## src/rtl/cpu_ctrl_pkg.sv

```systemverilog
// Shared encodings for the multi-cycle CPU control path.
// Holds the sequencer state encodings, the opcode field constants and a
// helper that says whether an opcode is part of the defined instruction set.
// The ALU/decoder imports the same package, so these values must not drift.
package cpu_ctrl_pkg;

  typedef enum logic [2:0] {
    ST_IF   = 3'b000,
    ST_ID   = 3'b001,
    ST_EXE  = 3'b010,
    ST_WB   = 3'b011,
    ST_MEM  = 3'b100,
    ST_HALT = 3'b101
  } state_t;

  localparam logic [5:0] OP_ADD  = 6'b000000;
  localparam logic [5:0] OP_SUB  = 6'b000001;
  localparam logic [5:0] OP_ADDI = 6'b000010;
  localparam logic [5:0] OP_OR   = 6'b010000;
  localparam logic [5:0] OP_AND  = 6'b010001;
  localparam logic [5:0] OP_ORI  = 6'b010010;
  localparam logic [5:0] OP_SLL  = 6'b011000;
  localparam logic [5:0] OP_SLT  = 6'b100110;
  localparam logic [5:0] OP_SLTI = 6'b100111;
  localparam logic [5:0] OP_SW   = 6'b110000;
  localparam logic [5:0] OP_LW   = 6'b110001;
  localparam logic [5:0] OP_BEQ  = 6'b110100;
  localparam logic [5:0] OP_BNE  = 6'b110101;
  localparam logic [5:0] OP_BGTZ = 6'b110110;
  localparam logic [5:0] OP_J    = 6'b111000;
  localparam logic [5:0] OP_JR   = 6'b111001;
  localparam logic [5:0] OP_JAL  = 6'b111010;
  localparam logic [5:0] OP_HALT = 6'b111111;

  function automatic logic op_defined(input logic [5:0] op);
    case (op)
      OP_ADD, OP_SUB, OP_ADDI, OP_OR, OP_AND, OP_ORI, OP_SLL, OP_SLT,
      OP_SLTI, OP_SW, OP_LW, OP_BEQ, OP_BNE, OP_BGTZ, OP_J, OP_JR,
      OP_JAL, OP_HALT: return 1'b1;
      default:         return 1'b0;
    endcase
  endfunction

endpackage

```

## src/rtl/ctrl_next_state.sv

```systemverilog
// Pure combinational next-state function of the multi-cycle sequencer.
//
// state | meaning
// ------+--------------------------------------------------------
// IF    | fetch; waits for mem_ready, watchdog may force HALT
// ID    | decode; jumps finish here, halt/undefined go to HALT
// EXE   | execute; branches finish here, sw/lw go to MEM
// MEM   | data access; waits for mem_ready, watchdog may force HALT
// WB    | register write-back, always returns to IF
// HALT  | terminal until reset
// 110/111 are unreachable codes and recover to IF
//
// Ports:
//   state      current registered state
//   opcode     IR[31:26]
//   mem_ready  memory completes the access this cycle
//   timeout    watchdog expired this cycle (already qualified by mem_ready=0)
//   state_nxt  state for the next cycle
module ctrl_next_state
  import cpu_ctrl_pkg::*;
(
  input  state_t     state,
  input  logic [5:0] opcode,
  input  logic       mem_ready,
  input  logic       timeout,
  output state_t     state_nxt
);

  always_comb begin
    state_nxt = ST_IF;
    case (state)
      ST_IF: begin
        if (mem_ready)    state_nxt = ST_ID;
        else if (timeout) state_nxt = ST_HALT;
        else              state_nxt = ST_IF;
      end
      ST_ID: begin
        case (opcode)
          OP_J, OP_JAL, OP_JR: state_nxt = ST_IF;
          OP_HALT:             state_nxt = ST_HALT;
          default:             state_nxt = op_defined(opcode) ? ST_EXE : ST_HALT;
        endcase
      end
      ST_EXE: begin
        case (opcode)
          OP_BEQ, OP_BNE, OP_BGTZ: state_nxt = ST_IF;
          OP_SW, OP_LW:            state_nxt = ST_MEM;
          default:                 state_nxt = ST_WB;
        endcase
      end
      ST_MEM: begin
        if (mem_ready)    state_nxt = (opcode == OP_SW) ? ST_IF : ST_WB;
        else if (timeout) state_nxt = ST_HALT;
        else              state_nxt = ST_MEM;
      end
      ST_WB:   state_nxt = ST_IF;
      ST_HALT: state_nxt = ST_HALT;
      default: state_nxt = ST_IF;
    endcase
  end

endmodule

```

## src/rtl/multi_cycle_sequencer.sv

```systemverilog
// Sequencing controller for the multi-cycle CPU datapath.
// Holds the instruction state register, decodes the per-state enables,
// runs the memory wait-state watchdog and keeps cycle/retired counters.
//
// Ports:
//   CLK, RST_n        clock (rising edge), async active-low reset
//   Opcode            IR[31:26], stable from ID onward
//   zero, sign        ALU flags, sampled in EXE
//   mem_ready         memory completes the access this cycle
//   state             current state code
//   PCWre, PCSrc      PC write enable and source select
//   IRWre, RegWre     IR / register-file write enables
//   WrRa              register write targets $31
//   mem_req, mem_we   memory strobe and write qualifier
//   halted, illegal, bus_err   stop status
//   cycle_cnt, instr_cnt       cycles since reset, retired instructions
module multi_cycle_sequencer
  import cpu_ctrl_pkg::*;
#(
  parameter int CNT_W      = 32,
  parameter int WAIT_LIMIT = 0
) (
  input  logic             CLK,
  input  logic             RST_n,
  input  logic [5:0]       Opcode,
  input  logic             zero,
  input  logic             sign,
  input  logic             mem_ready,
  output logic [2:0]       state,
  output logic             PCWre,
  output logic [1:0]       PCSrc,
  output logic             IRWre,
  output logic             RegWre,
  output logic             WrRa,
  output logic             mem_req,
  output logic             mem_we,
  output logic             halted,
  output logic             illegal,
  output logic             bus_err,
  output logic [CNT_W-1:0] cycle_cnt,
  output logic [CNT_W-1:0] instr_cnt
);

  localparam logic [7:0] WAIT_LIM = 8'(WAIT_LIMIT);

  state_t     state_q;
  state_t     state_nxt;
  logic [7:0] wait_cnt;
  logic       in_wait;
  logic       timeout;
  logic       retire;
  logic       illegal_q;
  logic       bus_err_q;

  logic       pc_wre;
  logic [1:0] pc_src;
  logic       ir_wre;
  logic       reg_wre;
  logic       wr_ra;
  logic       req;
  logic       we;

  assign in_wait = (state_q == ST_IF) || (state_q == ST_MEM);
  // mem_ready in the limit cycle wins over the timeout.
  assign timeout = (WAIT_LIMIT != 0) && in_wait && !mem_ready && (wait_cnt == WAIT_LIM);

  ctrl_next_state u_next_state (
    .state     (state_q),
    .opcode    (Opcode),
    .mem_ready (mem_ready),
    .timeout   (timeout),
    .state_nxt (state_nxt)
  );

  always_ff @(posedge CLK or negedge RST_n) begin
    if (!RST_n) state_q <= ST_IF;
    else        state_q <= state_nxt;
  end

  // Any state change is an entry into a fresh wait window.
  always_ff @(posedge CLK or negedge RST_n) begin
    if (!RST_n) begin
      wait_cnt <= 8'd0;
    end else if (state_nxt != state_q) begin
      wait_cnt <= 8'd0;
    end else if (in_wait && !mem_ready && (wait_cnt != 8'hFF)) begin
      wait_cnt <= wait_cnt + 8'd1;
    end
  end

  always_ff @(posedge CLK or negedge RST_n) begin
    if (!RST_n) begin
      illegal_q <= 1'b0;
      bus_err_q <= 1'b0;
    end else begin
      if ((state_q == ST_ID) && !op_defined(Opcode)) illegal_q <= 1'b1;
      if (timeout)                                    bus_err_q <= 1'b1;
    end
  end

  // Completion into IF from a working state, or the halt opcode itself;
  // error halts and IF stalls never count.
  assign retire = ((state_nxt == ST_IF) &&
                   ((state_q == ST_ID) || (state_q == ST_EXE) ||
                    (state_q == ST_MEM) || (state_q == ST_WB))) ||
                  ((state_q == ST_ID) && (Opcode == OP_HALT));

  always_ff @(posedge CLK or negedge RST_n) begin
    if (!RST_n) begin
      cycle_cnt <= '0;
      instr_cnt <= '0;
    end else begin
      if (state_q != ST_HALT) cycle_cnt <= cycle_cnt + CNT_W'(1);
      if (retire)             instr_cnt <= instr_cnt + CNT_W'(1);
    end
  end

  always_comb begin
    pc_wre  = 1'b0;
    pc_src  = 2'b00;
    ir_wre  = 1'b0;
    reg_wre = 1'b0;
    wr_ra   = 1'b0;
    req     = 1'b0;
    we      = 1'b0;
    case (state_q)
      ST_IF: begin
        req = 1'b1;
        if (mem_ready) begin
          ir_wre = 1'b1;
          pc_wre = 1'b1;
        end
      end
      ST_ID: begin
        case (Opcode)
          OP_J: begin
            pc_wre = 1'b1;
            pc_src = 2'b10;
          end
          OP_JAL: begin
            pc_wre  = 1'b1;
            pc_src  = 2'b10;
            reg_wre = 1'b1;
            wr_ra   = 1'b1;
          end
          OP_JR: begin
            pc_wre = 1'b1;
            pc_src = 2'b11;
          end
          default: ;
        endcase
      end
      ST_EXE: begin
        case (Opcode)
          OP_BEQ: begin
            pc_wre = zero;
            pc_src = 2'b01;
          end
          OP_BNE: begin
            pc_wre = ~zero;
            pc_src = 2'b01;
          end
          OP_BGTZ: begin
            pc_wre = ~zero & ~sign;
            pc_src = 2'b01;
          end
          default: ;
        endcase
      end
      ST_MEM: begin
        req = 1'b1;
        we  = (Opcode == OP_SW);
      end
      ST_WB:   reg_wre = 1'b1;
      default: ;
    endcase
  end

  // Strobes are held off combinationally for the whole time reset is low.
  assign state   = state_q;
  assign PCWre   = pc_wre  & RST_n;
  assign PCSrc   = RST_n ? pc_src : 2'b00;
  assign IRWre   = ir_wre  & RST_n;
  assign RegWre  = reg_wre & RST_n;
  assign WrRa    = wr_ra   & RST_n;
  assign mem_req = req     & RST_n;
  assign mem_we  = we      & RST_n;
  assign halted  = (state_q == ST_HALT);
  assign illegal = illegal_q;
  assign bus_err = bus_err_q;

endmodule
```

## config.mk

```make
export PLATFORM = sky130hd
export DESIGN_NAME = multi_cycle_sequencer
export DESIGN_NICKNAME = d
export VERILOG_FILES = /design/src/rtl/cpu_ctrl_pkg.sv /design/src/rtl/ctrl_next_state.sv /design/src/rtl/multi_cycle_sequencer.sv
export SDC_FILE = /design/constraint.sdc
export NUM_CORES = 1
export LEC_CHECK = 0
export BUFFER_PORTS_ARGS = -buffer_cell sky130_fd_sc_hd__clkbuf_2
export CAP_MARGIN = 20
export CORE_MARGIN = 3
export CORE_UTILIZATION = 45
export DETAILED_ROUTE_END_ITERATION = 10
export PLACE_DENSITY = 0.72
export SLEW_MARGIN = 20
export SYNTH_ARGS = -nofsm -noshare
export SYNTH_HDL_FRONTEND = slang
export SYNTH_SLANG_ARGS = --single-unit
```

## constraint.sdc

```tcl
create_clock -name CLK -period 1.72 [get_ports CLK]
set_clock_uncertainty 0.05 [all_clocks]
set_input_delay 0.344 -clock CLK [delete_from_list [all_inputs] [get_ports CLK]]
set_output_delay 0.344 -clock CLK [all_outputs]
set_load 0.01 [all_outputs]
```

-- Word level (Yosys, flattened, before mapping)
Memory sizes are Yosys's and may differ from the RTL's.
Cells that the tools add are included.
- register bits: 68
- ROM bits: 128
- output and inout port bits: 78
- logic and storage cells: 71
- memories kept: 2
- $add $sub $neg: 2
- equal/unequal tests: 15
- muxes and demuxes: 23
- bitwise operators: 9
- reductions and logical operators: 16
- memory list (memory ; words ; bits a word ; read ports ; clocked after memory_dff ; write ports ; RTL line ; text):
    (name not given) ; 64 ; 1 ; 1 ; 0 ; 0 ; cpu_ctrl_pkg.sv:36 ; case (op)
    (name not given) ; 64 ; 1 ; 1 ; 0 ; 0 ; cpu_ctrl_pkg.sv:36 ;
- operators with widths (kind ; number):
    32-bit by 1-bit adder with 32-bit output, second input constant ; 2
    6-bit == test, second input constant ; 9
    3-bit case mux with 5 select lines ; 1
    3-bit case mux with 2 select lines ; 2
    1-bit two-way mux ; 11
    2-bit case mux with 2 select lines ; 2
    1-bit AND ; 7
    3-bit by 2-bit == test with 1-bit output, second input constant ; 2
    3-bit == test, second input constant ; 2
    3-bit zero test ; 2
    3-bit two-way mux ; 2
    1-bit case mux with 3 select lines ; 2
    2-bit OR reduction ; 3
    3-bit OR reduction ; 2
    1-bit logical OR ; 4
    2-bit two-way mux ; 2
    4-bit OR reduction ; 1
    3-bit by 1-bit == test with 1-bit output, second input constant ; 1
    1-bit logical AND ; 3
    3-bit != test, second input constant ; 1
    1-bit NOT ; 2
    1-bit case mux with 2 select lines ; 1
    1-bit zero test ; 1

-- Longest topological paths before layout
- depth in word-level cells: 10
- gate-level depth with buffers: 9

-- Modules after synthesis
From an unflattened synthesis, not the netlist that was laid out.
- cell total of the unflattened synthesis: 347
- area, all modules: 3560.9 µm²
- by module, submodules not included (module ; times used ; cells an instance ; area each (µm²) ; seq. area each (µm²)):
    multi_cycle_sequencer ; 1 ; 308 ; 3305.7 ; 1701.6
    ctrl_next_state ; 1 ; 39 ; 255.2 ; 0.0

-- Worst setup path before layout
No wires, ideal clock.
- path type: reg-to-output
- start point: register state_q[1] (netlist: state[1])
- end point: output RegWre
- arrival: 1.774 ns
- setup slack: -0.448 ns
- stages on the path, launching flop included: 8
- buffers on the path: 1
- cell sequence: dfrtp_1 > buf_4 > nand2b_4 > nor2_1 > nand2_1 > or2_2 > nor3_1 > a31o_2
- word-level cells in the longest chain between the ends: 3
- elaborated cells between the ends (all ways): 4
- classes of those cells: eq/ne (2); mux (1); bitwise (1)
- RTL lines (element ; RTL line ; text):
    start, declared ; multi_cycle_sequencer.sv:46 ; state_t state_q;
    start signal, assigned ; multi_cycle_sequencer.sv:77 ; else state_q <= state_nxt;
    3-bit by 2-bit == test with 1-bit output / 3-bit by 1-bit == test with 1-bit output (equally long branches) ; multi_cycle_sequencer.sv:126 ; case (state_q)
    1-bit case mux with 2 select lines (*) ; multi_cycle_sequencer.sv:126 ;
    1-bit AND (*) ; multi_cycle_sequencer.sv:184 ; assign RegWre = reg_wre & RST_n;
    end, declared ; multi_cycle_sequencer.sv:33 ; output logic RegWre,
Mark *: on every way between the ends. The rest lies on a longest branch, timed or not.

-- Worst setup path in the final report
- start point: register state_q[0] (netlist: state[0])
- end point: register cycle_cnt[21]
- word-level cells in the longest chain between the ends: 1
- RTL lines (element ; RTL line ; text):
    3-bit != test ; multi_cycle_sequencer.sv:113 ; if (state_q != ST_HALT) cycle_cnt <= cycle_cnt + CNT_W'(1);
    end signal, assigned ; multi_cycle_sequencer.sv:113 ;
    end, declared ; multi_cycle_sequencer.sv:40 ; output logic [CNT_W-1:0] cycle_cnt,
No other way between the ends.
A chain may end at the register's enable or synchronous reset.

==> flow_summary.rst <==
.. list-table::
   :header-rows: 1

   * - Metric
     - Value
   * - Maximum Capacitance Violations
     - 0
   * - Number of storage elements in the synthesis netlist
     - 68
   * - Netlist area before placement
     - 3590 µm²
   * - Clock network latency to the later pin of the worst-skew pair
     - 340 ps
   * - Final net count
     - 559
   * - Final setup TNS
     - -23170 ps
   * - All-layer global routing usage
     - 21.9%
   * - Buffers plus inverters on the worst setup path
     - 5
   * - Required time at the endpoint of the critical path
     - 1890 ps
   * - Number of hold violations in the final report
     - 0
   * - WL/cell
     - 16.1 µm
   * - Effective utilization at floorplan
     - 48.0%
   * - Violated checks
     - negative setup slack
   * - Power Density
     - 1130 nW/µm²
   * - Simple-Gate Fraction of Synth Area
     - 26.5%
   * - Max Clk Rate
     - 440 MHz
   * - Detailed Route Iter0 Violations
     - 113
   * - CTS H-tree lvls
     - 3
   * - Antenna viol nets, final
     - 0
   * - Clock-pin transition on the worst setup and hold timing paths
     - 70 ps
   * - Hold WC Path Type
     - in2async
   * - Cell type contributing the most total cell area after synthesis
     - dfrtp_1
   * - Number of distinct library cells after synthesis
     - 53
   * - Pin count of the biggest net entering global routing
     - 37
   * - Peak per-stage delay on the critical path
     - 460 ps
   * - Critical path arrival
     - 2450 ps
   * - Ys Warns
     - 0
   * - Detailed-route via count
     - 3382
   * - Most area-consuming cells after synthesis
     - dfrtp_1 47%, xor2_1 10%, xnor2_1 5.1%, nand2_1 4.2%, nand3_1 2.8%
   * - Static Leak
     - 0.00329 µW
   * - Most used cell, CP
     - buf_6
   * - Number of buffers inserted by hold repair at cts
     - 0
   * - Clock root buffer
     - clkbuf_8
   * - Area Overhead vs Synth
     - 65.2%
   * - Ys async rst share
     - 100%
   * - Crit-path max FO
     - 4
   * - Final setup viols
     - 71
   * - Total routed wirelength
     - 10.5 mm
   * - Number of standard cells in the final layout excluding fillers
     - 650
   * - Complex-gate fraction of the synthesized area
     - 5.99%
   * - Mean cell area of the mapped netlist
     - 10.4 µm²
   * - Most frequent cell after synthesis
     - dfrtp_1
   * - Site Rows
     - 31
   * - Worst setup path class
     - reg2reg
   * - Gate count of the mapped netlist
     - 346
   * - Multiplexer area fraction after synthesis
     - 0.906%
   * - Commonest register cell after synthesis
     - dfrtp_1
   * - Input/output buffers
     - 87
   * - Post-synth EDFFs
     - 0
   * - Fraction of synthesized cell area in xor and xnor cells
     - 15.4%
   * - Worst-case vdd ir drop
     - 0.899 mV
   * - Final routed DRC violation total
     - 0
   * - Startpoint kind of the worst setup timing path
     - register
   * - Adder-cell share of the synthesized area
     - 0.697%
   * - Detail Placement HPWL
     - 6.47 mm
   * - Longest Clk Path Bufs
     - 2
   * - CTS Sinks
     - 68
   * - Vias in the first global route
     - 3241
   * - Outcome
     - finished, violations left
   * - Number of placed cells counting well taps
     - 607
   * - Largest family of logic cells by synthesized area
     - simple AND/OR/NAND/NOR gates
   * - Mean number of vias per cell
     - 5.20
   * - Antenna Diode Count
     - 0
   * - Share of the synthesized area in the top cell type
     - 47.4%
   * - Overall die height
     - 95.3 µm
   * - Minimum clock period after layout
     - 2270 ps
   * - TritonRoute pass-1 iters
     - 5
   * - Commonest cells in the netlist
     - 68 x dfrtp_1, 42 x xor2_1, 40 x nand2_1
   * - Crit-path slowest cell
     - dfrtp_2
   * - CP delay by family, top
     - simple AND/OR/NAND/NOR gates
   * - Critical Path Sink Type
     - register
   * - Final worst-path cycle share
     - 132%
   * - Part of the Yosys area used for sequential elements
     - 47.4%
   * - Slew Limit Fails
     - 0
   * - RSZ-0062 raised after global routing
     - true
   * - Placeable Area
     - 7490 µm²
   * - Hold WS
     - 54.8 ps
   * - Total clock buffers created by CTS
     - 9
   * - Global-route wire length before repair
     - 15.4 mm
   * - Die ar.
     - 9090 µm²
   * - Remaining Overflow, GRT
     - 0
   * - Final cell utilization of the core
     - 79.2%
   * - Worst path cell trace
     - buf_6 > buf_6 > buf_6 > nand3b_4 > and4_4 > and2_4 > nor3b_4 > buf_4 > buf_6 > nand4_1 > xnor2_1
   * - IO Count
     - 89
   * - Die width
     - 95.3 µm
   * - Net count after synthesis
     - 359
   * - Number of antenna violations at the first check in global routing
     - 0
   * - CTS tree
     - done
   * - Weighted congestion reported at the end of routability-driven placement
     - 0.873
   * - Post-route setup slack
     - -555 ps
   * - Fraction of layout instances using a drive strength above 1
     - 58.6%
[power by group]
part	leakage [µW]	switching (µW)	internal [µW]
registers	0.000905	240	1820
clock network	0.0000927	629	670
logic	0.00229	1520	1820
[area by class of cell]
type | instances | area, µm²
Inverter | 5 | 21.3
Sequential cell | 68 | 1710
Tap cell | 99 | 124
Multi-Input combinational cell | 260 | 2420
Clock inverter | 6 | 63.8
Clock buffer | 10 | 128
Fill cell | 462 | 1550
Timing Repair Buffer | 202 | 1470
[flip-flops by register name, summed over array words and instances (netlist names)]
name / cells
state: 3
illegal: 1
cycle_cnt: 32
instr_cnt: 32
[final timing paths]
path / startpoint / to / slack (ps) / cells past startpoint
setup / recovery: state[0] / cycle_cnt[21] / -550 / 11
hold / removal: RST_n / cycle_cnt[0] / 50 / 2
min in group CLK: instr_cnt[31] / instr_cnt[31] / 420 / 1
hold reg to reg: instr_cnt[31] / instr_cnt[31] / 420 / 1
setup reg to reg: state[0] / cycle_cnt[21] / -550 / 11
max in group asynchronous: RST_n / state[0] / 1180 / 2
[through the flow]
| step | setup WS, ps | power (µW) | area [µm²] |
|---|---|---|---|
| 3_3_place_gp | -427 | 4110 | 4890 |
| 5_1_grt | -643 | 7050 | 5930 |
| 4_1_cts | -526 | 6150 | 5520 |
| 3_5_place_dp | -499 | 4160 | 4890 |
| 2_1_floorplan | -244 | 3210 | 3740 |
| 6_report | -555 | 6700 | 5930 |
[cell families (layout without fill, tap and decap cells)]
logic type      after synthesis  after routing
fa+ha+maj                     2              2
other cells                   1              1
compound gates               28             28
mux                           3              3
buf+inv                      18            223
simple gates                163            163
xor+xnor                     63             63
flops                        68             68
[cells in the final DEF (no fill, tap or decap), types with 4 or more instances in the layout]
master,count
buf_4,88
clkbuf_2,79
dfrtp_1,64
xor2_1,42
nand2_1,30
buf_6,22
nand3_1,14
nor2_4,14
xnor2_1,13
and3_1,10
nor3_4,10
clkbuf_8,9
a21oi_1,8
xnor2_2,8
nor2_1,6
nand2_2,6
nor3b_4,6
nor4_4,6
buf_2,6
nand4_1,5
and4_1,5
nand3_4,5
inv_1,4
nor2_2,4
dfrtp_2,4
buf_12,4
[metal layers]
| metal | vias up | routed length (µm) | GRT usage [%] |
|---|---|---|---|
| li1 | 1602 | - | - |
| met1 | 1676 | 4560 | 28.6 |
| met2 | 88 | 5280 | 36.4 |
| met3 | 16 | 458 | 3.63 |
| met4 | 0 | 164 | 8.17 |
| met5 | - | 0 | 0 |
[what timing repair did]
item | 4_1_cts | 5_1_grt
pin swaps | 23 | 52
buffers inserted | 13 | 13
endpoints found under the setup margin | 61 | 71
gates resized for setup | 72 | 68
cloned | 2 | 0
Power figures use the tool's default switching activity.
